[config.mk]
export PLATFORM = sky130hd
export DESIGN_NAME = z2_bus_master_flat
export DESIGN_NICKNAME = d
export VERILOG_FILES = /design/src/rtl/z2_master_pkg.sv /design/src/rtl/z2_bus_master_if.sv /design/src/rtl/z2_sync.sv /design/src/rtl/z2_bus_master.sv /design/src/flat_wrapper.sv
export SDC_FILE = /design/constraint.sdc
export NUM_CORES = 1
export LEC_CHECK = 0
export ABC_AREA = 1
export BUFFER_PORTS_ARGS = -buffer_cell sky130_fd_sc_hd__buf_4
export CELL_PAD_IN_SITES_DETAIL_PLACEMENT = 1
export CELL_PAD_IN_SITES_GLOBAL_PLACEMENT = 2
export CORE_UTILIZATION = 28
export DETAILED_ROUTE_END_ITERATION = 6
export PLACE_DENSITY_LB_ADDON = 0.1
export SYNTH_ARGS = -nofsm -noshare
export SYNTH_HDL_FRONTEND = slang
export SYNTH_HIERARCHICAL = 1
export SYNTH_SLANG_ARGS = --single-unit
[constraint.sdc]
create_clock -name MEMCLK -period 2.3 [get_ports MEMCLK]
set_clock_uncertainty 0.15 [all_clocks]
set_input_delay 0 -clock MEMCLK [delete_from_list [all_inputs] [get_ports MEMCLK]]
set_output_delay 0 -clock MEMCLK [all_outputs]
set_load 0.02 [all_outputs]
[src/rtl/z2_master_pkg.sv]
// Shared types and constants for the Zorro II bus master.
package z2_master_pkg;

  localparam int unsigned ADDR_W             = 23;
  localparam int unsigned DATA_W             = 16;
  localparam int unsigned SYNC_W             = 4;
  localparam int unsigned TIMEOUT_CYCLES_DEF = 255;

  typedef enum logic [2:0] {
    IDLE,
    ARB,
    OWN,
    ADDR,
    STROBE,
    WAIT,
    TERM,
    RELEASE
  } z2_state_e;

  // Request fields captured at acceptance
  typedef struct packed {
    logic              we;
    logic              hold;
    logic [ADDR_W:1]   addr;
    logic [DATA_W-1:0] wdata;
    logic [1:0]        be;
  } z2_req_t;

endpackage

[src/rtl/z2_bus_master_if.sv]
// Local request port plus Zorro II bus pins of the bus master.
interface z2_bus_master_if;
  import z2_master_pkg::*;

  logic              req;
  logic              req_we;
  logic              req_hold;
  logic [ADDR_W:1]   req_addr;
  logic [DATA_W-1:0] req_wdata;
  logic [1:0]        req_be;
  logic              ack;
  logic              err;
  logic [DATA_W-1:0] rdata;

  logic [ADDR_W:1]   ADDR_OUT;
  logic [DATA_W-1:0] DBUS_OUT;
  logic [DATA_W-1:0] DBUS_IN;
  logic              ADDR_OE;
  logic              DBUS_OE;
  logic              CTRL_OE;
  logic              AS_n_OUT;
  logic              UDS_n_OUT;
  logic              LDS_n_OUT;
  logic              RW_OUT;
  logic              DTACK_n;
  logic              BERR_n;
  logic              BG_n;
  logic              AS_n_IN;
  logic              BR_n;
  logic              BGACK_OE;

  modport master (
    input  req, req_we, req_hold, req_addr, req_wdata, req_be,
    output ack, err, rdata,
    output ADDR_OUT, DBUS_OUT, ADDR_OE, DBUS_OE, CTRL_OE,
    output AS_n_OUT, UDS_n_OUT, LDS_n_OUT, RW_OUT, BR_n, BGACK_OE,
    input  DBUS_IN, DTACK_n, BERR_n, BG_n, AS_n_IN
  );

  modport slave (
    output req, req_we, req_hold, req_addr, req_wdata, req_be,
    input  ack, err, rdata,
    input  ADDR_OUT, DBUS_OUT, ADDR_OE, DBUS_OE, CTRL_OE,
    input  AS_n_OUT, UDS_n_OUT, LDS_n_OUT, RW_OUT, BR_n, BGACK_OE,
    output DBUS_IN, DTACK_n, BERR_n, BG_n, AS_n_IN
  );

endinterface

[src/rtl/z2_sync.sv]
// Two-flop synchronizer for asynchronous bus inputs.
module z2_sync #(
  parameter int unsigned       WIDTH   = 1,
  parameter logic [WIDTH-1:0]  RST_VAL = '0
) (
  input  logic             i_clk,
  input  logic             i_rst,
  input  logic [WIDTH-1:0] i_d,
  output logic [WIDTH-1:0] o_q
);

  logic [WIDTH-1:0] r_meta;
  logic [WIDTH-1:0] r_sync;

  always_ff @(posedge i_clk) begin
    if (i_rst) begin
      r_meta <= RST_VAL;
      r_sync <= RST_VAL;
    end else begin
      r_meta <= i_d;
      r_sync <= r_meta;
    end
  end

  assign o_q = r_sync;

endmodule

[src/rtl/z2_bus_master.sv]
// Zorro II bus master: arbitrates for the bus and runs one 16-bit transfer per request.
// Define Z2_MASTER_TIMEOUT_EN to add a WAIT-state timeout that terminates with err.
module z2_bus_master
  import z2_master_pkg::*;
#(
  parameter int unsigned TIMEOUT_CYCLES = TIMEOUT_CYCLES_DEF
) (
  input  logic            MEMCLK,
  input  logic            RESET,
  z2_bus_master_if.master bus
);

  logic [SYNC_W-1:0] w_sync;
  logic              w_dtack_n;
  logic              w_berr_n;
  logic              w_bg_n;
  logic              w_as_n;
  z2_req_t           w_req_in;
  logic              w_term;
  logic              w_term_err;

  z2_state_e         r_state;
  z2_req_t           r_req;
  logic              r_pend;
  logic              r_br_n;
  logic              r_bgack_oe;
  logic              r_addr_oe;
  logic              r_dbus_oe;
  logic              r_ctrl_oe;
  logic              r_as_n;
  logic              r_uds_n;
  logic              r_lds_n;
  logic              r_rw;
  logic [ADDR_W:1]   r_addr_out;
  logic [DATA_W-1:0] r_dbus_out;
  logic              r_ack;
  logic              r_err;
  logic [DATA_W-1:0] r_rdata;

  z2_sync #(
    .WIDTH   (SYNC_W),
    .RST_VAL ({SYNC_W{1'b1}})
  ) u_sync (
    .i_clk (MEMCLK),
    .i_rst (RESET),
    .i_d   ({bus.DTACK_n, bus.BERR_n, bus.BG_n, bus.AS_n_IN}),
    .o_q   (w_sync)
  );

  assign w_dtack_n = w_sync[3];
  assign w_berr_n  = w_sync[2];
  assign w_bg_n    = w_sync[1];
  assign w_as_n    = w_sync[0];
  assign w_req_in  = {bus.req_we, bus.req_hold, bus.req_addr, bus.req_wdata, bus.req_be};

`ifdef Z2_MASTER_TIMEOUT_EN
  logic [7:0] r_wcnt;
`else
  logic [7:0] w_unused_timeout;
  assign w_unused_timeout = 8'(TIMEOUT_CYCLES);
`endif

  // WAIT termination; BERR has priority over DTACK
  always_comb begin
    w_term     = 1'b0;
    w_term_err = 1'b0;
    if (r_state == WAIT) begin
      if (!w_berr_n) begin
        w_term     = 1'b1;
        w_term_err = 1'b1;
      end else if (!w_dtack_n) begin
        w_term     = 1'b1;
`ifdef Z2_MASTER_TIMEOUT_EN
      end else if (r_wcnt == 8'(TIMEOUT_CYCLES - 1)) begin
        w_term     = 1'b1;
        w_term_err = 1'b1;
`endif
      end
    end
  end

  always_ff @(posedge MEMCLK) begin
    if (RESET) begin
      r_state    <= IDLE;
      r_req      <= '0;
      r_pend     <= 1'b0;
      r_br_n     <= 1'b1;
      r_bgack_oe <= 1'b0;
      r_addr_oe  <= 1'b0;
      r_dbus_oe  <= 1'b0;
      r_ctrl_oe  <= 1'b0;
      r_as_n     <= 1'b1;
      r_uds_n    <= 1'b1;
      r_lds_n    <= 1'b1;
      r_rw       <= 1'b1;
      r_addr_out <= '0;
      r_dbus_out <= '0;
      r_ack      <= 1'b0;
      r_err      <= 1'b0;
      r_rdata    <= '0;
`ifdef Z2_MASTER_TIMEOUT_EN
      r_wcnt     <= '0;
`endif
    end else begin
      r_ack <= 1'b0;
      r_err <= 1'b0;
      case (r_state)
        IDLE: begin
          if (bus.req) begin
            r_req <= w_req_in;
            if (bus.req_be == 2'b00) begin
              r_ack <= 1'b1;
              r_err <= 1'b1;
            end else begin
              r_pend  <= 1'b1;
              r_br_n  <= 1'b0;
              r_state <= ARB;
            end
          end
        end
        ARB: begin
          if (!w_bg_n && w_as_n && w_dtack_n) begin
            r_bgack_oe <= 1'b1;
            r_br_n     <= 1'b1;
            r_state    <= OWN;
          end
        end
        // Bus owned: start a pending transfer, pick up a new one, or let go
        OWN: begin
          if (r_pend) begin
            r_pend <= 1'b0;
            if (r_req.be == 2'b00) begin
              r_ack <= 1'b1;
              r_err <= 1'b1;
              if (!r_req.hold) r_state <= RELEASE;
            end else begin
              r_addr_oe  <= 1'b1;
              r_ctrl_oe  <= 1'b1;
              r_addr_out <= r_req.addr;
              r_rw       <= ~r_req.we;
              r_as_n     <= 1'b1;
              r_uds_n    <= 1'b1;
              r_lds_n    <= 1'b1;
              r_dbus_oe  <= r_req.we;
              r_dbus_out <= r_req.wdata;
              r_state    <= ADDR;
            end
          end else if (bus.req) begin
            r_req  <= w_req_in;
            r_pend <= 1'b1;
          end else begin
            r_state <= RELEASE;
          end
        end
        ADDR: begin
          r_as_n <= 1'b0;
          if (!r_req.we) {r_uds_n, r_lds_n} <= ~r_req.be;
          r_state <= STROBE;
        end
        STROBE: begin
          if (r_req.we) {r_uds_n, r_lds_n} <= ~r_req.be;
`ifdef Z2_MASTER_TIMEOUT_EN
          r_wcnt <= '0;
`endif
          r_state <= WAIT;
        end
        WAIT: begin
          if (w_term) begin
            r_as_n    <= 1'b1;
            r_uds_n   <= 1'b1;
            r_lds_n   <= 1'b1;
            r_dbus_oe <= 1'b0;
            r_ack     <= 1'b1;
            r_err     <= w_term_err;
            if (!w_term_err && !r_req.we) r_rdata <= bus.DBUS_IN;
            r_state   <= TERM;
          end
`ifdef Z2_MASTER_TIMEOUT_EN
          else begin
            r_wcnt <= r_wcnt + 8'd1;
          end
`endif
        end
        TERM: begin
          if (w_dtack_n && w_berr_n) r_state <= r_req.hold ? OWN : RELEASE;
        end
        RELEASE: begin
          r_addr_oe  <= 1'b0;
          r_ctrl_oe  <= 1'b0;
          r_bgack_oe <= 1'b0;
          r_dbus_oe  <= 1'b0;
          r_as_n     <= 1'b1;
          r_uds_n    <= 1'b1;
          r_lds_n    <= 1'b1;
          r_state    <= IDLE;
        end
        default: r_state <= IDLE;
      endcase
    end
  end

  assign bus.ack       = r_ack;
  assign bus.err       = r_err;
  assign bus.rdata     = r_rdata;
  assign bus.ADDR_OUT  = r_addr_out;
  assign bus.DBUS_OUT  = r_dbus_out;
  assign bus.ADDR_OE   = r_addr_oe;
  assign bus.DBUS_OE   = r_dbus_oe;
  assign bus.CTRL_OE   = r_ctrl_oe;
  assign bus.AS_n_OUT  = r_as_n;
  assign bus.UDS_n_OUT = r_uds_n;
  assign bus.LDS_n_OUT = r_lds_n;
  assign bus.RW_OUT    = r_rw;
  assign bus.BR_n      = r_br_n;
  assign bus.BGACK_OE  = r_bgack_oe;

endmodule
[src/flat_wrapper.sv]
// flat-port wrapper written by rule: the top's interface ports become plain ports
module z2_bus_master_flat import z2_master_pkg::*;
#(
  parameter int unsigned TIMEOUT_CYCLES = TIMEOUT_CYCLES_DEF
)
  (MEMCLK, RESET, bus_req, bus_req_we, bus_req_hold, bus_req_addr, bus_req_wdata, bus_req_be, bus_ack, bus_err, bus_rdata, bus_ADDR_OUT, bus_DBUS_OUT, bus_ADDR_OE, bus_DBUS_OE, bus_CTRL_OE, bus_AS_n_OUT, bus_UDS_n_OUT, bus_LDS_n_OUT, bus_RW_OUT, bus_BR_n, bus_BGACK_OE, bus_DBUS_IN, bus_DTACK_n, bus_BERR_n, bus_BG_n, bus_AS_n_IN);
  z2_bus_master_if bus_i ();
  input  logic MEMCLK;
  input  logic RESET;
  input wire logic [$bits(bus_i.req)-1:0] bus_req;
  input wire logic [$bits(bus_i.req_we)-1:0] bus_req_we;
  input wire logic [$bits(bus_i.req_hold)-1:0] bus_req_hold;
  input wire logic [$bits(bus_i.req_addr)-1:0] bus_req_addr;
  input wire logic [$bits(bus_i.req_wdata)-1:0] bus_req_wdata;
  input wire logic [$bits(bus_i.req_be)-1:0] bus_req_be;
  output wire logic [$bits(bus_i.ack)-1:0] bus_ack;
  output wire logic [$bits(bus_i.err)-1:0] bus_err;
  output wire logic [$bits(bus_i.rdata)-1:0] bus_rdata;
  output wire logic [$bits(bus_i.ADDR_OUT)-1:0] bus_ADDR_OUT;
  output wire logic [$bits(bus_i.DBUS_OUT)-1:0] bus_DBUS_OUT;
  output wire logic [$bits(bus_i.ADDR_OE)-1:0] bus_ADDR_OE;
  output wire logic [$bits(bus_i.DBUS_OE)-1:0] bus_DBUS_OE;
  output wire logic [$bits(bus_i.CTRL_OE)-1:0] bus_CTRL_OE;
  output wire logic [$bits(bus_i.AS_n_OUT)-1:0] bus_AS_n_OUT;
  output wire logic [$bits(bus_i.UDS_n_OUT)-1:0] bus_UDS_n_OUT;
  output wire logic [$bits(bus_i.LDS_n_OUT)-1:0] bus_LDS_n_OUT;
  output wire logic [$bits(bus_i.RW_OUT)-1:0] bus_RW_OUT;
  output wire logic [$bits(bus_i.BR_n)-1:0] bus_BR_n;
  output wire logic [$bits(bus_i.BGACK_OE)-1:0] bus_BGACK_OE;
  input wire logic [$bits(bus_i.DBUS_IN)-1:0] bus_DBUS_IN;
  input wire logic [$bits(bus_i.DTACK_n)-1:0] bus_DTACK_n;
  input wire logic [$bits(bus_i.BERR_n)-1:0] bus_BERR_n;
  input wire logic [$bits(bus_i.BG_n)-1:0] bus_BG_n;
  input wire logic [$bits(bus_i.AS_n_IN)-1:0] bus_AS_n_IN;
  assign bus_i.req = bus_req;
  assign bus_i.req_we = bus_req_we;
  assign bus_i.req_hold = bus_req_hold;
  assign bus_i.req_addr = bus_req_addr;
  assign bus_i.req_wdata = bus_req_wdata;
  assign bus_i.req_be = bus_req_be;
  assign bus_ack = bus_i.ack;
  assign bus_err = bus_i.err;
  assign bus_rdata = bus_i.rdata;
  assign bus_ADDR_OUT = bus_i.ADDR_OUT;
  assign bus_DBUS_OUT = bus_i.DBUS_OUT;
  assign bus_ADDR_OE = bus_i.ADDR_OE;
  assign bus_DBUS_OE = bus_i.DBUS_OE;
  assign bus_CTRL_OE = bus_i.CTRL_OE;
  assign bus_AS_n_OUT = bus_i.AS_n_OUT;
  assign bus_UDS_n_OUT = bus_i.UDS_n_OUT;
  assign bus_LDS_n_OUT = bus_i.LDS_n_OUT;
  assign bus_RW_OUT = bus_i.RW_OUT;
  assign bus_BR_n = bus_i.BR_n;
  assign bus_BGACK_OE = bus_i.BGACK_OE;
  assign bus_i.DBUS_IN = bus_DBUS_IN;
  assign bus_i.DTACK_n = bus_DTACK_n;
  assign bus_i.BERR_n = bus_BERR_n;
  assign bus_i.BG_n = bus_BG_n;
  assign bus_i.AS_n_IN = bus_AS_n_IN;
  z2_bus_master #(.TIMEOUT_CYCLES(TIMEOUT_CYCLES)) u_core (.MEMCLK(MEMCLK), .RESET(RESET), .bus(bus_i));
endmodule
# Word-level counts from Yosys, hierarchy flattened
# Index checks and enable logic that the tools add are counted.
[totals]
ff_bits = 120
latchBits = 0
ram_bits = 0
rom_bits = 0
output_inout_bits = 66
wordCells = 124
n_memories = 0
[op_classes]
add_sub_neg = 0
multipliers = 0
n_div = 0
order_cmp = 0
n_eq_ne = 19
n_shift = 0
n_mux = 52
n_bitwise = 3
reduce_logical = 28
[op_table]
columns = ["operator", "n"]
rows = [
  ["2-to-1 mux 43 bit", 2],
  ["case mux 43 bit (2 select lines)", 1],
  ["2-to-1 mux 3 bit", 10],
  ["2-to-1 mux 1 bit", 28],
  ["case mux 3 bit (8 select lines)", 1],
  ["== test 3 bit (second input constant)", 4],
  ["AND reduction 3 bit", 4],
  ["AND reduction 4 bit", 3],
  ["inequality test 2 x 1 -> 1 bit (second input constant)", 5],
  ["inequality test 2 bit (second input constant)", 5],
  ["case mux 1 bit (5 select lines)", 2],
  ["case mux 1 bit (3 select lines)", 3],
  ["case mux 1 bit (2 select lines)", 4],
  ["nonzero test 2 bit", 4],
  ["AND reduction 7 bit", 1],
  ["== test 3 x 2 -> 1 bit (second input constant)", 2],
  ["AND reduction 6 bit", 1],
  ["nonzero test 5 bit", 1],
  ["logical AND 1 bit", 4],
  ["logical NOT 2 bit", 2],
  ["inequality test 4 bit (second input constant)", 1],
  ["case mux 1 bit (4 select lines)", 1],
  ["AND reduction 2 bit", 2],
  ["nonzero test 4 bit", 1],
  ["other kinds (7)", 10],
]

# Logic depth before layout (Yosys ltp)
[depth]
depth_word = 5
depth_mapped = 11
depth_no_buf = 11

# Modules after synthesis
# Netlist, hierarchy kept.
[modules_own_cells]
columns = ["mod", "n_inst", "cells_each", "area_each_um2"]
rows = [
  ["z2_bus_master", 1, 572, 4321.6],
  ["z2_sync", 1, 25, 224.0],
]

# Worst setup path after synthesis
# Ideal clock, no wire load.
[synth_path]
path_type = "flip-flop to flip-flop"
startpoint = "register u_core.r_state[0]"
endpoint = "register u_core/r_req[42] (netlist name)"
arrival_ns = 1.378
slack_ns = 0.659
path_stages_with_launch = 10
n_path_buf = 1
period_less_slack_ns = 1.641
path_cell_list = "dfxtp_1 -> inv_1 -> ha_1 -> nor3_2 -> nand2_1 -> nand2_4 -> inv_4 -> buf_6 -> nor2_1 -> nor2_1"
[synth_between]
elab_chain_len = 3
elab_cells_between_ends = 6
cone_classes = "2 x eq/ne; 1 x mux; 3 x reduce/logical"
[synth_rtl]
columns = ["item", "line_no", "text"]
rows = [
  ["start, declared", "z2_bus_master.sv:22", "z2_state_e r_state;"],
  ["start signal, assigned", "z2_bus_master.sv:185", "if (w_dtack_n && w_berr_n) r_state <= r_req.hold ? OWN : RELEASE;"],
  ["== test 3 x 2 -> 1 bit or logical NOT 3 bit (tied branches)", "z2_bus_master.sv:107", "case (r_state)"],
  ["inequality test 2 bit (no source line) or nonzero test 2 bit (tied branches)", "--", ""],
  ["AND reduction 2 bit (no source line)", "--", ""],
  ["end signal, assigned", "z2_bus_master.sv:110", "r_req <= w_req_in;"],
  ["end signal, assigned", "z2_bus_master.sv:149", "r_req <= w_req_in;"],
  ["end, declared", "z2_bus_master.sv:23", "z2_req_t r_req;"],
]
# Several ways; a longest one is shown, not always the timed one.
# A chain may end at the register's enable or synchronous reset.

# Worst setup path in the final report
[layout_path]
startpoint = "register u_core.r_state[0]"
endpoint = "register u_core/r_req[3] (netlist name)"
# Same word-level chain as after synthesis.

==> run summary <==
status: finished clean
CTS tree: built
P_leak: 3.35 nW
area grow syn2layout: 52.8%
largest fanout on the critical path: 43
Syn Nets: 667
layout cells sized above 1: 0.222
Non-Filler Instances: 1018
Final ANT Viol Nets: 0
critical path arrival: 2220 ps
grt ovf: 0
slew margin rel.: 0.448
maximum clock rate: 483 MHz
clk buf depth: 2
first-pass GRT wire length: 22.2 mm
die width: 129 µm
DRT Pass-1 Iters: 4
Final Max Tran Viols: 0
RR Startpoint: u_core/r_state[0]$_SDFFE_PP0P_
Worst-Skew Late Latency: 410 ps
CP Depth: 9
Post-Syn Area: 4550 µm²
IO Port Bufs: 131
#FFs+latches synth: 120
DRC violations left: 0
dpl cells: 918
slowest cell on the critical path: dfxtp_1
yosys warns: 6
PD cells: 1050 nW/µm²
Final setup viols: 0
worst-path cell chain: inv_1, ha_1, inv_2, nor2_2, nand2_1, nand2_4, inv_6, nor2_1, nor2_1
Top delay family on crit path: simple AND/OR/NAND/NOR gates
Vias/cell: 4.40
worst min-delay path category: in -> reg
slew of the pin with the lowest slew margin: 828 ps
Worst path max stage delay: 340 ps
max_cap viols: 0
post-synthesis mux area share: 0
RR Endpoint: u_core/r_req[3]$_SDFFE_PP0P_
gr usage total: 0.174
worst path bufs/invs: 3
clk sinks: 120
post-synthesis simple-gate area fraction: 0.235
post-synth cell types: 23
Die Area: 16700 µm²
Worst Setup Start Kind: flop
worst path required time: 2450 ps
Adder-Cell Fraction of Synth Area: 0.0110
vias in the first global route: 4514
Period minus WS final: 2070 ps
Final Hold Vio Count: 0
largest net degree at the start of global routing: 52
Syn Area/Cell: 7.61 µm²
worst reg-to-reg path cell count: 9
ANT cells: 0
area of the core: 15900 µm²
Final Core Density: 0.437
fraction of the yosys area taken by sequential cells: 0.528
Final Cycle Share: 0.900
CTS Root Cell: clkbuf_16
initial antenna violation count: 0
clock-pin slew on the worst setup and hold paths: 60 ps
Post-Syn Instances: 597
routed wire length: 14.1 mm
drt initial violations: 146
setup ws final: 230 ps
Setup crit end: u_core/r_req[3]$_SDFFE_PP0P_
Peak supply drop: 706 µV
RSZ-0062 raised after global routing: false
largest family of logic cells by synthesized area: simple AND/OR/NAND/NOR gates
Fill cells: 1933
Critical Path Source: u_core/r_state[0]$_SDFFE_PP0P_
Die Height: 129 µm
Initial Util: 0.286
R2R setup slack: 230 ps
critical path class: reg -> reg
io pins: 132
Synth Area in Compound Gates: 0.140
Post-DP HPWL: 9.05 mm
CP most frequent cell: nor2_1
nets: 860
H-Tree Depth: 4
Worst Hold Path Cells: 4
via count: 4484
Routability Congestion: 0.801
CP endpoint kind: flop
CTS Buf Count: 17
routed len/inst: 13.9 µm
pre-CTS setup slack: 132 ps
xor/xnor cell area share of the yosys netlist: 0
TNS Setup: 0 ps
row cnt: 46
==> registers in the layout (all words and copies together) (netlist names) <==
name and flops:
u_core/bus.ADDR_OUT 23, u_core/bus.AS_n_OUT 1, u_core/r_state 3, u_core/u_sync/r_meta 4
u_core/bus.DBUS_OUT 16, u_core/bus.DBUS_OE 1, u_core/bus.BGACK_OE 1, u_core/bus.ack 1
u_core/bus.CTRL_OE 1, u_core/bus.BR_n 1, u_core/r_pend 1, u_core/bus.RW_OUT 1
u_core/bus.rdata 16, u_core/bus.UDS_n_OUT 1, u_core/bus.LDS_n_OUT 1, u_core/r_req 43
u_core/bus.err 1, u_core/u_sync/o_q 4
==> routing by layer <==
metal / up-vias / GRT usage / routed length (µm)
li1: 2284 / - / -
met1: 2098 / 0.205 / 6310
met2: 88 / 0.299 / 7040
met3: 14 / 0.0462 / 588
met4: 0 / 0.0746 / 202
met5: - / 0 / 0
==> cell families after synthesis <==
| kind of cell | count (synthesis) |
|---|---|
| flops | 120 |
| fa+ha+maj | 4 |
| simple gates | 268 |
| compound gates | 127 |
| buf+inv | 78 |
==> final cells by class <==
type | count | area, µm² | share of cell area
sequential | 120 | 2400 | 0.346
multi-input combinational | 399 | 1750 | 0.252
timing repair buffer | 206 | 1740 | 0.250
clock buffer | 23 | 488 | 0.0703
tap | 216 | 270 | 0.0389
inverter | 46 | 178 | 0.0256
clock inverter | 8 | 119 | 0.0171
==> layout by cell type, fill, tap and decap left out <==
cell,synthesis,layout
ha_1,4,4
clkinv_4,0,1
clkinv_2,0,4
nand4_1,3,3
o21ai_1,53,53
nor3_2,1,1
nand2_1,54,54
inv_2,4,4
buf_6,10,1
or2_2,1,1
nand3_1,14,14
inv_1,41,41
inv_6,0,1
nand2_4,1,1
dfxtp_1,120,120
clkbuf_1,10,2
clkbuf_8,0,4
nor3_4,1,1
buf_4,2,135
nor2_2,1,1
a21oi_1,20,20
clkbuf_16,0,17
dlygate4sd3_1,0,69
o21ai_0,54,54
nand2_2,2,2
bufinv_16,0,3
nor2_1,190,190
buf_12,0,1
==> worst reg2reg max path, stage by stage, from the launching register on <==
cell,delay (ps)
dfxtp_1,340
inv_1,110
ha_1,290
inv_2,60
nor2_2,150
nand2_1,160
nand2_4,270
inv_6,200
nor2_1,170
nor2_1,70
==> report_power, final <==
group          leakage, nW  internal [mW]  switching (mW)
registers            0.979           2.49           0.263
clock network        0.303           1.81           0.921
logic                 2.07          0.680            1.15
==> per-stage QoR <==
step | total power, mW | cell area [µm²] | hold slack, ps
detailed placement | 4.55 | 5640 | 34.5
global placement | 4.50 | 5640 | 35.2
CTS | 7.41 | 6940 | 179
floorplan | 4.03 | 4550 | -80.9
finish | 7.31 | 6950 | 200
global route | 7.77 | 6950 | 194
==> cell usage after synthesis <==
| master | count | area [µm²] |
|---|---|---|
| nand2_1 | 54 | 203 |
| buf_4 | 2 | 15.0 |
| nand2_4 | 1 | 11.3 |
| inv_2 | 4 | 15.0 |
| nand3_1 | 14 | 70.1 |
| buf_2 | 9 | 45.0 |
| nor2_1 | 190 | 713 |
| nor3_2 | 1 | 10.0 |
| nand2_2 | 2 | 12.5 |
| o21ai_0 | 54 | 270 |
| o21ai_1 | 53 | 265 |
| clkbuf_2 | 1 | 5.00 |
| nor2_2 | 1 | 6.26 |
| nor3_4 | 1 | 16.3 |
| inv_1 | 41 | 154 |
| a21oi_1 | 20 | 100 |
| buf_6 | 10 | 113 |
| clkbuf_1 | 10 | 37.5 |
| nand4_1 | 3 | 18.8 |
| inv_4 | 1 | 6.26 |
| dfxtp_1 | 120 | 2400 |
| ha_1 | 4 | 50.1 |
| or2_2 | 1 | 6.26 |
==> how the worst min path moves through the flow <==
stage	end	startpoint	slack, ps
final	u_core/r_req[22]$_SDFFE_PP0P_	bus_req_addr[4]	200
after global routing	u_core/r_req[11]$_SDFFE_PP0P_	bus_req_wdata[9]	190
after CTS	u_core/r_req[6]$_SDFFE_PP0P_	bus_req_wdata[4]	180
after detailed placement	u_core/u_sync/r_meta[2]$_SDFF_PP1_	bus_BERR_n	30
after global placement	u_core/u_sync/r_meta[2]$_SDFF_PP1_	bus_BERR_n	40
after floorplan	u_core/bus.BGACK_OE$_SDFFE_PP0P_	RESET	-80
==> what timing repair did <==
| item | 4_1_cts | 5_1_grt |
|---|---|---|
| hold endpoints to repair | 83 | 0 |
| hold buffers | 69 | 0 |
| buffers inserted | 0 | 0 |
| resized for setup | 0 | 2 |
| endpoints found under the setup margin | 0 | 18 |
Note: power is estimated with default switching activity, not from simulation.
